<file path="src/rtl/rf_bank_copy_engine_if.sv">
// Port set of the banked register-file repository: one write port and two read ports.
// The same bundle is used for the host side and for the repository side of the engine.
interface rf_bank_copy_engine_if;
    logic        we;
    logic [2:0]  sel_write;
    logic [2:0]  sel_read;
    logic [4:0]  ra1;
    logic [4:0]  ra2;
    logic [4:0]  wa3;
    logic [31:0] wd3;
    logic [31:0] rd1;
    logic [31:0] rd2;

    modport master (output we, sel_write, sel_read, ra1, ra2, wa3, wd3,
                    input  rd1, rd2);
    modport slave  (input  we, sel_write, sel_read, ra1, ra2, wa3, wd3,
                    output rd1, rd2);
endinterface

</file>
<file path="src/rtl/rf_bank_copy_engine.sv">
// Bank-to-bank register copy engine for the banked register file; passes the host
// port set through while idle and owns the repository ports while a copy is running.
module rf_bank_copy_engine #(
    parameter int NUM_BANKS = 5,
    parameter int FIRST_REG = 1,
    parameter int PIPE      = 1
) (
    input  logic                         clk,
    input  logic                         rst,
    input  logic                         start_i,
    input  logic [2:0]                   src_bank_i,
    input  logic [2:0]                   dst_bank_i,
    input  logic                         abort_i,
    output logic                         busy_o,
    output logic                         done_o,
    output logic                         err_o,
    rf_bank_copy_engine_if.slave         host,
    rf_bank_copy_engine_if.master        rf
);
    typedef enum logic [1:0] {IDLE, COPY, DRAIN, FIN} state_t;

    localparam logic [3:0] NB    = 4'(NUM_BANKS);
    localparam logic [4:0] FIRST = 5'(FIRST_REG);
    localparam logic [4:0] LAST  = 5'd31;

    state_t      state_q, state_d;
    logic [4:0]  idx_q, widx_q;
    logic [2:0]  src_q, dst_q;
    logic [31:0] dreg_q;
    logic        err_q, bad_q;
    logic        legal;

    assign legal = ({1'b0, src_bank_i} < NB) && ({1'b0, dst_bank_i} < NB) &&
                   (src_bank_i != dst_bank_i);

    always_ff @(posedge clk or posedge rst) begin
        if (rst) begin
            state_q <= IDLE;
        end else begin
            state_q <= state_d;
        end
    end

    // bad_q turns a rejected command into a one-cycle done pulse without leaving IDLE
    always_ff @(posedge clk or posedge rst) begin
        if (rst) begin
            idx_q  <= '0;
            widx_q <= '0;
            src_q  <= '0;
            dst_q  <= '0;
            dreg_q <= '0;
            err_q  <= 1'b0;
            bad_q  <= 1'b0;
        end else begin
            bad_q <= 1'b0;
            if (state_q == IDLE && start_i) begin
                if (legal) begin
                    src_q <= src_bank_i;
                    dst_q <= dst_bank_i;
                    idx_q <= FIRST;
                    err_q <= 1'b0;
                end else begin
                    err_q <= 1'b1;
                    bad_q <= 1'b1;
                end
            end else if (state_q == COPY) begin
                idx_q  <= idx_q + 5'd1;
                dreg_q <= rf.rd1;
                widx_q <= idx_q;
            end
        end
    end

    always_comb begin
        state_d = state_q;
        case (state_q)
            IDLE:    if (start_i && legal) state_d = COPY;
            COPY: begin
                if (abort_i)              state_d = IDLE;
                else if (idx_q == LAST)   state_d = (PIPE != 0) ? DRAIN : FIN;
            end
            DRAIN:   state_d = abort_i ? IDLE : FIN;
            FIN:     state_d = IDLE;
            default: state_d = IDLE;
        endcase
    end

    assign busy_o = (state_q != IDLE);
    assign done_o = (state_q == FIN) || bad_q;
    assign err_o  = err_q;

    // Leaving state on the last index keeps the 5-bit wrap from ever reaching a write
    always_comb begin
        rf.we        = host.we;
        rf.sel_write = host.sel_write;
        rf.sel_read  = host.sel_read;
        rf.ra1       = host.ra1;
        rf.ra2       = host.ra2;
        rf.wa3       = host.wa3;
        rf.wd3       = host.wd3;
        host.rd1     = rf.rd1;
        host.rd2     = rf.rd2;
        if (busy_o) begin
            host.rd1     = '0;
            host.rd2     = '0;
            rf.sel_read  = src_q;
            rf.sel_write = dst_q;
            rf.ra1       = idx_q;
            rf.ra2       = idx_q;
            if (PIPE == 0) begin
                rf.wa3 = idx_q;
                rf.wd3 = rf.rd1;
                rf.we  = (state_q == COPY);
            end else begin
                rf.wa3 = widx_q;
                rf.wd3 = dreg_q;
                rf.we  = ((state_q == COPY) && (idx_q != FIRST)) || (state_q == DRAIN);
            end
            if (abort_i) rf.we = 1'b0;
        end
        if (rst) rf.we = 1'b0;
    end
endmodule

</file>
<file path="src/flat_wrapper.sv">
// flat-port wrapper written by rule: the top's interface ports become plain ports
module rf_bank_copy_engine_flat 
#(
    parameter int NUM_BANKS = 5,
    parameter int FIRST_REG = 1,
    parameter int PIPE      = 1
)
  (clk, rst, start_i, src_bank_i, dst_bank_i, abort_i, busy_o, done_o, err_o, host_we, host_sel_write, host_sel_read, host_ra1, host_ra2, host_wa3, host_wd3, host_rd1, host_rd2, rf_we, rf_sel_write, rf_sel_read, rf_ra1, rf_ra2, rf_wa3, rf_wd3, rf_rd1, rf_rd2);
  rf_bank_copy_engine_if host_i ();
  rf_bank_copy_engine_if rf_i ();
  input  logic clk;
  input  logic rst;
  input  logic start_i;
  input  logic [2:0] src_bank_i;
  input  logic [2:0] dst_bank_i;
  input  logic abort_i;
  output logic busy_o;
  output logic done_o;
  output logic err_o;
  input wire logic [$bits(host_i.we)-1:0] host_we;
  input wire logic [$bits(host_i.sel_write)-1:0] host_sel_write;
  input wire logic [$bits(host_i.sel_read)-1:0] host_sel_read;
  input wire logic [$bits(host_i.ra1)-1:0] host_ra1;
  input wire logic [$bits(host_i.ra2)-1:0] host_ra2;
  input wire logic [$bits(host_i.wa3)-1:0] host_wa3;
  input wire logic [$bits(host_i.wd3)-1:0] host_wd3;
  output wire logic [$bits(host_i.rd1)-1:0] host_rd1;
  output wire logic [$bits(host_i.rd2)-1:0] host_rd2;
  output wire logic [$bits(rf_i.we)-1:0] rf_we;
  output wire logic [$bits(rf_i.sel_write)-1:0] rf_sel_write;
  output wire logic [$bits(rf_i.sel_read)-1:0] rf_sel_read;
  output wire logic [$bits(rf_i.ra1)-1:0] rf_ra1;
  output wire logic [$bits(rf_i.ra2)-1:0] rf_ra2;
  output wire logic [$bits(rf_i.wa3)-1:0] rf_wa3;
  output wire logic [$bits(rf_i.wd3)-1:0] rf_wd3;
  input wire logic [$bits(rf_i.rd1)-1:0] rf_rd1;
  input wire logic [$bits(rf_i.rd2)-1:0] rf_rd2;
  assign host_i.we = host_we;
  assign host_i.sel_write = host_sel_write;
  assign host_i.sel_read = host_sel_read;
  assign host_i.ra1 = host_ra1;
  assign host_i.ra2 = host_ra2;
  assign host_i.wa3 = host_wa3;
  assign host_i.wd3 = host_wd3;
  assign host_rd1 = host_i.rd1;
  assign host_rd2 = host_i.rd2;
  assign rf_we = rf_i.we;
  assign rf_sel_write = rf_i.sel_write;
  assign rf_sel_read = rf_i.sel_read;
  assign rf_ra1 = rf_i.ra1;
  assign rf_ra2 = rf_i.ra2;
  assign rf_wa3 = rf_i.wa3;
  assign rf_wd3 = rf_i.wd3;
  assign rf_i.rd1 = rf_rd1;
  assign rf_i.rd2 = rf_rd2;
  rf_bank_copy_engine #(.NUM_BANKS(NUM_BANKS), .FIRST_REG(FIRST_REG), .PIPE(PIPE)) u_core (.clk(clk), .rst(rst), .start_i(start_i), .src_bank_i(src_bank_i), .dst_bank_i(dst_bank_i), .abort_i(abort_i), .busy_o(busy_o), .done_o(done_o), .err_o(err_o), .host(host_i), .rf(rf_i));
endmodule
</file>
<file path="config.mk">
export PLATFORM = sky130hd
export DESIGN_NAME = rf_bank_copy_engine_flat
export DESIGN_NICKNAME = d
export VERILOG_FILES = /design/src/rtl/rf_bank_copy_engine_if.sv /design/src/rtl/rf_bank_copy_engine.sv /design/src/flat_wrapper.sv
export SDC_FILE = /design/constraint.sdc
export NUM_CORES = 1
export LEC_CHECK = 0
export BUFFER_PORTS_ARGS = -buffer_cell sky130_fd_sc_hd__buf_2
export CORE_AREA = 2 2 96 98
export CTS_BUF_LIST = sky130_fd_sc_hd__clkbuf_4
export DETAILED_ROUTE_END_ITERATION = 8
export DIE_AREA = 0 0 98 100
export GPL_TIMING_DRIVEN = 0
export PLACE_DENSITY = 0.81
export RECOVER_POWER = 50
export SYNTH_ARGS = -nofsm -noshare
export SYNTH_HDL_FRONTEND = slang
export SYNTH_SLANG_ARGS = --single-unit
</file>
<file path="constraint.sdc">
create_clock -name clk -period 2.56 [get_ports clk]
set_clock_uncertainty 0.2 [all_clocks]
set_input_delay 0.256 -clock clk [delete_from_list [all_inputs] [get_ports clk]]
set_output_delay 0.256 -clock clk [all_outputs]
set_load 0.02 [all_outputs]
</file>
==> results.yml, run 1 <==
floorplanning:
  floorplan.initialDensity_pct: 36.3
  design.die.area_um2: 9800
  ioPinCount: 249
  height_of_the_chip_um: 100
  num_rows: 35
  die_width_um: 98
  core_um2: 8890
clock_network:
  cts_max_level: 2
  cts-buffers-inserted: 5
  clk_transition_reported_paths_ps: 160
  cts_tree: "built"
  clock_path_buffers: 2
  cts.sink_count: 52
  cts_root_buffer: "clkbuf_4"
  clkLatencyLatePin_ps: 360
global_routing:
  global_route.usage.total_pct: 22.8
  via_count_of_the_first_global_routing_pass: 3776
  grt_first_pass_wirelength_um: 18100
  pin_count_of_the_biggest_net_entering_global_routing: 32
  antenna_found_initial: 1
  grt-ovfl-total: 0
timing:
  drv_slew: 0
  slew_headroom_pct: 43.4
  post-route-period-util_pct: 95.7
  fin_hold_ws_ps: 145
  fmax_mhz: 408
  post_route_setup_tns_ps: 0
  setup_violations: 0
  post-route-min-period_ps: 2450
  rsz0062_at_grt: "no"
  hold_viol: 0
  worst_pin_slew_ps: 849
place:
  gp_congestion: 0.854
  hpwlAfterDp_um: 8780
  placement.cell_area_um2: 4630
  port_buffers: 248
critical_path:
  end_kind: "flip-flop"
  source_of_the_worst_register_to_register_timing_path: "u_core.state_q[0]$_DFFE_PP0P_"
  cp-start-kind: "input port"
  critical_path_arrival_ps: 2530
  worstPathRequired_ps: 2640
  crit_start: "dst_bank_i[1]"
  timing.setup.critical_path_class: "in -> reg"
  worst-path-max-fanout: 9
synthesis:
  synth_cells: 470
  syn-mean-instance-area_um2: 6.87
  synth_cell_type_count: 33
  synth.net_count: 601
  postSynthRegisterBits: 52
  synth.yosys.seq_area_share_pct: 40.3
  synth-warning-count: 0
  mappedNetlistArea_um2: 3230
run_status:
  status: "complete, no violations"
cells_and_area:
  fin_nets: 896
  final_layout_size_suffix_gt1_share_pct: 33.8
  antennaDiodeCount: 0
  synthToLayoutAreaGrowth_pct: 57.6
  fin_area_um2: 5090
power:
  powerDensity_nw_per_um2: 634
  max-vdd-ir-drop_mv: 0.358
  power.leakage_nw: 3.02
flow_run:
  max_cap_violations: 0
detailed_routing:
  vias: 4015
  route.final.wire_length_um: 11800
  drt_first_pass_iters: 4
  drc_errors: 0
  routed_wl_per_cell_um: 13.5
  final_antenna_net_count: 0
  route.detailed.vias_per_inst: 4.58
  dr.first_iter.drc_count: 129
hold_path:
  hp-class: "in -> reg"
  hp-start: "src_bank_i[2]"
[cells by family after synthesis]
kind of cell / count (synthesis) / share of synthesized area (%)
AOI/OAI and AO/OA: 17 / 3.56
xor gates and xnor gates: 1 / 0.271
adders and majority gates: 3 / 1.16
buffers and inverters: 34 / 4.42
DFF: 52 / 40.3
muxes: 6 / 2.48
and+or+nand+nor: 357 / 47.8
[sequential cells by signal (all words and copies together) (netlist names)]
register,flops
u_core.widx_q,5
u_core.bad_q,1
u_core.err_o,1
u_core.dreg_q,32
u_core.state_q,2
u_core.src_q,3
u_core.dst_q,3
u_core.idx_q,5
[placed cells by master (no fill, tap or decap), types with 2 or more instances in the layout]
cell           Yosys  final
o21ai_0            4      5
inv_1              5      5
clkbuf_4           0      6
clkbuf_2           0      4
buf_6              1      3
nor2b_1            3      3
nor3_1             2      2
mux2i_1            2      2
a21oi_1            2      2
dfrtp_1           52     52
mux2_1             0      4
nand2_1          268    268
buf_2              6    241
dlygate4sd3_1      0     40
nor2_1             8      7
ha_1               3      3
clkbuf_1          19     27
nor4b_1            2      2
nand3_1            2      2
and2_1            66     66
nand2b_1           3      3
a21o_1             2      2
[critical path, cell delays in order]
cell and delay (ps):
dlygate4sd3_1 530, buf_2 140, nor4b_1 600, o31a_1 210, buf_6 140, o32ai_1 90, dlygate4sd3_1 560
[cells in the mapped netlist]
cell type	count	area, µm²
a211oi_1	1	7.51
a21o_1	2	15.0
a21oi_1	2	10.0
a22o_1	1	8.76
and2_1	66	413
and3_1	1	6.26
buf_1	3	11.3
buf_2	6	30.0
buf_6	1	11.3
clkbuf_1	19	71.3
dfrtp_1	52	1300
ha_1	3	37.5
inv_1	5	18.8
mux2_4	4	60.1
mux2i_1	2	20.0
nand2_1	268	1010
nand2b_1	3	18.8
nand3_1	2	10.0
nand3b_1	1	7.51
nor2_1	8	30.0
nor2b_1	3	18.8
nor3_1	2	10.0
nor4b_1	2	17.5
o21a_1	1	7.51
o21ai_0	4	20.0
o21ai_1	1	5.00
o22ai_1	1	6.26
o31a_1	1	8.76
o31ai_1	1	7.51
o32a_1	1	10.0
o32ai_1	1	8.76
or3_1	1	6.26
xnor2_1	1	8.76
[repair_timing]
item                       4_1_cts  5_1_grt
cloned                           0        0
setup endpoints to repair       48       51
hold endpoints to repair        62        0
buffers inserted                 0        0
resized for setup                5        8
hold buffers                    40        0
[routing by layer]
layer / GRT usage, % / share of wire (%)
met5: 0 / 0.11
met4: 5.98 / 1.7
met3: 4.60 / 6.3
met2: 43.0 / 53
met1: 26.3 / 39
[final cells by class]
type,instances,area [µm²]
Buffer,28,140
Clock buffer,5,37.5
Clock inverter,3,42.5
Fill cell,893,3800
Inverter,5,18.8
Multi-Input combinational cell,384,1770
Sequential cell,52,1300
Tap cell,111,139
Timing Repair Buffer,289,1640
[worst paths after layout]
path	slack (ps)	cells past startpoint	end
hold / removal	140	3	u_core.dst_q[2]$_DFFE_PP0P_
hold reg to reg	290	2	u_core.dreg_q[30]$_DFFE_PP0P_
setup / recovery	110	7	u_core.src_q[2]$_DFFE_PP0P_
min in group asynchronous	370	3	u_core.bad_q$_DFF_PP0_
setup reg to reg	410	6	u_core.src_q[2]$_DFFE_PP0P_
max in group asynchronous	520	4	u_core.dreg_q[8]$_DFFE_PP0P_
[per-stage QoR]
step,setup slack [ps],total power [W],cells,util [%]
CTS,31.3,0.00326,877,57.6
detailed placement,-45.0,0.00274,830,52.1
floorplan,734,0.00217,470,-
finish,109,0.00323,877,57.2
global route,17.6,0.00345,877,57.2
global placement,-74.9,0.00270,829,51.9
[power by group]
| part | internal [W] | total (W) | switching (W) |
|---|---|---|---|
| clock network | 0.000204 | 0.000470 | 0.000266 |
| registers | 0.00107 | 0.00122 | 0.000155 |
| logic | 0.000581 | 0.00153 | 0.000951 |
(Power assumes the default switching activity.)
==> run 2: changes to the inputs <==
--- a/config.mk
+++ b/config.mk
@@ -6,12 +6,13 @@
 export NUM_CORES = 1
 export LEC_CHECK = 0
 export BUFFER_PORTS_ARGS = -buffer_cell sky130_fd_sc_hd__buf_2
-export CORE_AREA = 2 2 96 98
+export CELL_PAD_IN_SITES_DETAIL_PLACEMENT = 1
+export CELL_PAD_IN_SITES_GLOBAL_PLACEMENT = 1
+export CORE_UTILIZATION = 28
 export CTS_BUF_LIST = sky130_fd_sc_hd__clkbuf_4
 export DETAILED_ROUTE_END_ITERATION = 8
-export DIE_AREA = 0 0 98 100
 export GPL_TIMING_DRIVEN = 0
-export PLACE_DENSITY = 0.81
+export PLACE_DENSITY = 0.93
 export RECOVER_POWER = 50
 export SYNTH_ARGS = -nofsm -noshare
 export SYNTH_HDL_FRONTEND = slang
==> run 2 against run 1 <==
Non-clock buffer count unchanged. Combinational power increased by 3%. Core utilization down 10 points. Largest power group unchanged. Critical path depth decreased by 1. Sequential power about the same.
==> results.yml, run 2 (same netlist as run 1, synthesis figures left out) <==
power:
  seqPwrFrac_pct: 36.4
  swShare_pct: 41.8
  int_pwr_w: 0.00198
  max-vdd-ir-drop_mv: 0.251
  pwr-share-comb_pct: 46.5
  net-switching-power_w: 0.00142
  power.share.clock_pct: 17.2
  power.leakage_nw: 3.06
  powerDensity_nw_per_um2: 656
global_routing:
  antenna_found_initial: 0
  grt_use_met2_pct: 45.6
  grt_first_pass_wirelength_um: 21300
  grt-ovfl-total: 0
  grt.met3_usage_pct: 3.44
  via_count_of_the_first_global_routing_pass: 4281
  global_route.usage.total_pct: 23.1
  grt_busiest_layer: "met2"
  pin_count_of_the_biggest_net_entering_global_routing: 34
  globalRouteMet1Util_pct: 25.1
cells_and_area:
  registers.top_by_ff_count: "u_core.dreg_q"
  antennaDiodeCount: 0
  largest_register_ffs: 32
  post-route-util_pct: 47.0
  most_common_library_cell_in_the_layout_ignoring_fill_and_taps: "nand2_1"
  final_layout_size_suffix_gt1_share_pct: 35.5
  fin_nets: 896
  synthToLayoutAreaGrowth_pct: 60.6
  largestRegisters: "u_core.dreg_q (32), u_core.idx_q (5), u_core.widx_q (5)"
  fin_area_um2: 5180
  top_library_cells_by_usage_in_the_layout_fill_and_taps_aside: "nand2_1 (268), buf_2 (250), and2_1 (66)"
  post_layout_nonfiller_instances: 906
critical_path:
  end_kind: "output pin"
  timing.setup.critical_path_class: "reg -> out"
  reg2reg_to: "u_core.src_q[2]$_DFFE_PP0P_"
  source_of_the_worst_register_to_register_timing_path: "u_core.state_q[0]$_DFFE_PP0P_"
  crit_start: "u_core.state_q[0]$_DFFE_PP0P_"
  cp-start-kind: "flip-flop"
  critical_path_arrival_ps: 1990
  rrSetupSlack_ps: 430
  reg2reg_depth: 6
  worst-path-max-fanout: 10
  critical_path.endpoint: "rf_wa3[2]"
  worstPathRequired_ps: 2100
run_status:
  status: "complete, no violations"
timing:
  setup_violations: 0
  post-route-period-util_pct: 95.4
  rsz0062_at_grt: "no"
  slew_headroom_pct: 42.7
  worst_pin_slew_ps: 860
  hold_viol: 0
  drv_slew: 0
  fmax_mhz: 410
  post-route-min-period_ps: 2440
clock_network:
  clock_path_buffers: 2
  cts_root_buffer: "clkbuf_4"
  cts.sink_count: 52
  cts_max_level: 2
  post_cts_setup_buffer_count: 0
  clkLatencyLatePin_ps: 380
  clk_transition_reported_paths_ps: 160
  cts_tree: "built"
  cts-buffers-inserted: 5
place:
  dpl.cell_count: 859
  hpwlAfterDp_um: 10100
  placement.cell_area_um2: 4670
  gp_congestion: 0.769
  port_buffers: 248
detailed_routing:
  drc_errors: 0
  final_antenna_net_count: 0
  route.final.wire_length_um: 14000
  route.detailed.vias_per_inst: 4.60
  routed_wl_per_cell_um: 15.5
  dr.first_iter.drc_count: 198
  vias: 4170
  drt_first_pass_iters: 4
floorplanning:
  num_rows: 38
  die_width_um: 109
  ioPinCount: 249
  core_um2: 11000
  floorplan.initialDensity_pct: 29.3
  height_of_the_chip_um: 109
  design.die.area_um2: 12000
hold_path:
  hold_depth: 3
  hp-class: "in -> reg"
flow_run:
  max_cap_violations: 0
-- run 2: cell count changes in the layout (fill, tap and decap cells not counted), sizes merged --
cell and change:
buf +8, clkbuf -8, bufinv +1, clkinv -1, clkinvlp -1, inv +1
-- run 2: worst min-delay path by stage --
stage / from / to / slack, ps
final: src_bank_i[2] / u_core.dst_q[2]$_DFFE_PP0P_ / 120
after global routing: src_bank_i[2] / u_core.dst_q[2]$_DFFE_PP0P_ / 110
after CTS: src_bank_i[2] / u_core.dst_q[2]$_DFFE_PP0P_ / 120
after detailed placement: rst / u_core.err_o$_DFFE_PP0P_ / 110
after global placement: abort_i / u_core.state_q[1]$_DFFE_PP0P_ / 240
after floorplan: abort_i / u_core.state_q[1]$_DFFE_PP0P_ / 120
-- run 2: routing by layer --
| layer | wire length (µm) | vias to the layer above |
|---|---|---|
| met5 | 0 | - |
| met4 | 300 | 0 |
| met3 | 860 | 25 |
| met2 | 7430 | 147 |
| met1 | 5430 | 1976 |
| li1 | - | 2022 |
-- run 2: timing repair --
item                                    4_1_cts  5_1_grt
resized for setup                             7        5
hold buffers                                 40        0
endpoints found under the setup margin       59       49
endpoints found under the hold margin        60        0
-- run 2: worst max-delay path, stage by stage (launching register included) --
cell and delay (ps):
dfrtp_2 480, nor2_4 160, buf_6 190, buf_1 390, nand2_1 100, nand2_1 100, buf_2 180
-- run 2: layout make-up --
| class | instances | area [µm²] |
|---|---|---|
| multi-input cells | 384 | 1800 |
| repair buffers | 289 | 1640 |
| inverters | 5 | 18.8 |
| clock buffers | 5 | 37.5 |
| well taps | 140 | 175 |
| clock inverters | 3 | 68.8 |
| plain buffers | 28 | 139 |
| fillers | 1496 | 5850 |
| flip-flops and latches | 52 | 1300 |
-- run 2: power groups by stage --
stage	Clock (W)	Combinational [W]	Sequential (W)
CTS	0.000601	0.00158	0.00123
finish	0.000584	0.00158	0.00124
floorplan	0	0.000967	0.00120
global route	0.000628	0.00175	0.00127
detailed placement	0	0.00152	0.00125
global placement	0	0.00147	0.00123
-- run 2: stage by stage --
stage / hold WS [ps] / total power, W / TNS [ps] / setup slack [ps]
6_report: 122 / 0.00340 / 0 / 118
5_1_grt: 107 / 0.00364 / 0 / 2.87
4_1_cts: 122 / 0.00341 / 0 / 43.7
3_5_place_dp: 112 / 0.00276 / -2130 / -165
3_3_place_gp: 241 / 0.00271 / -1530 / -140
2_1_floorplan: 119 / 0.00217 / 0 / 734
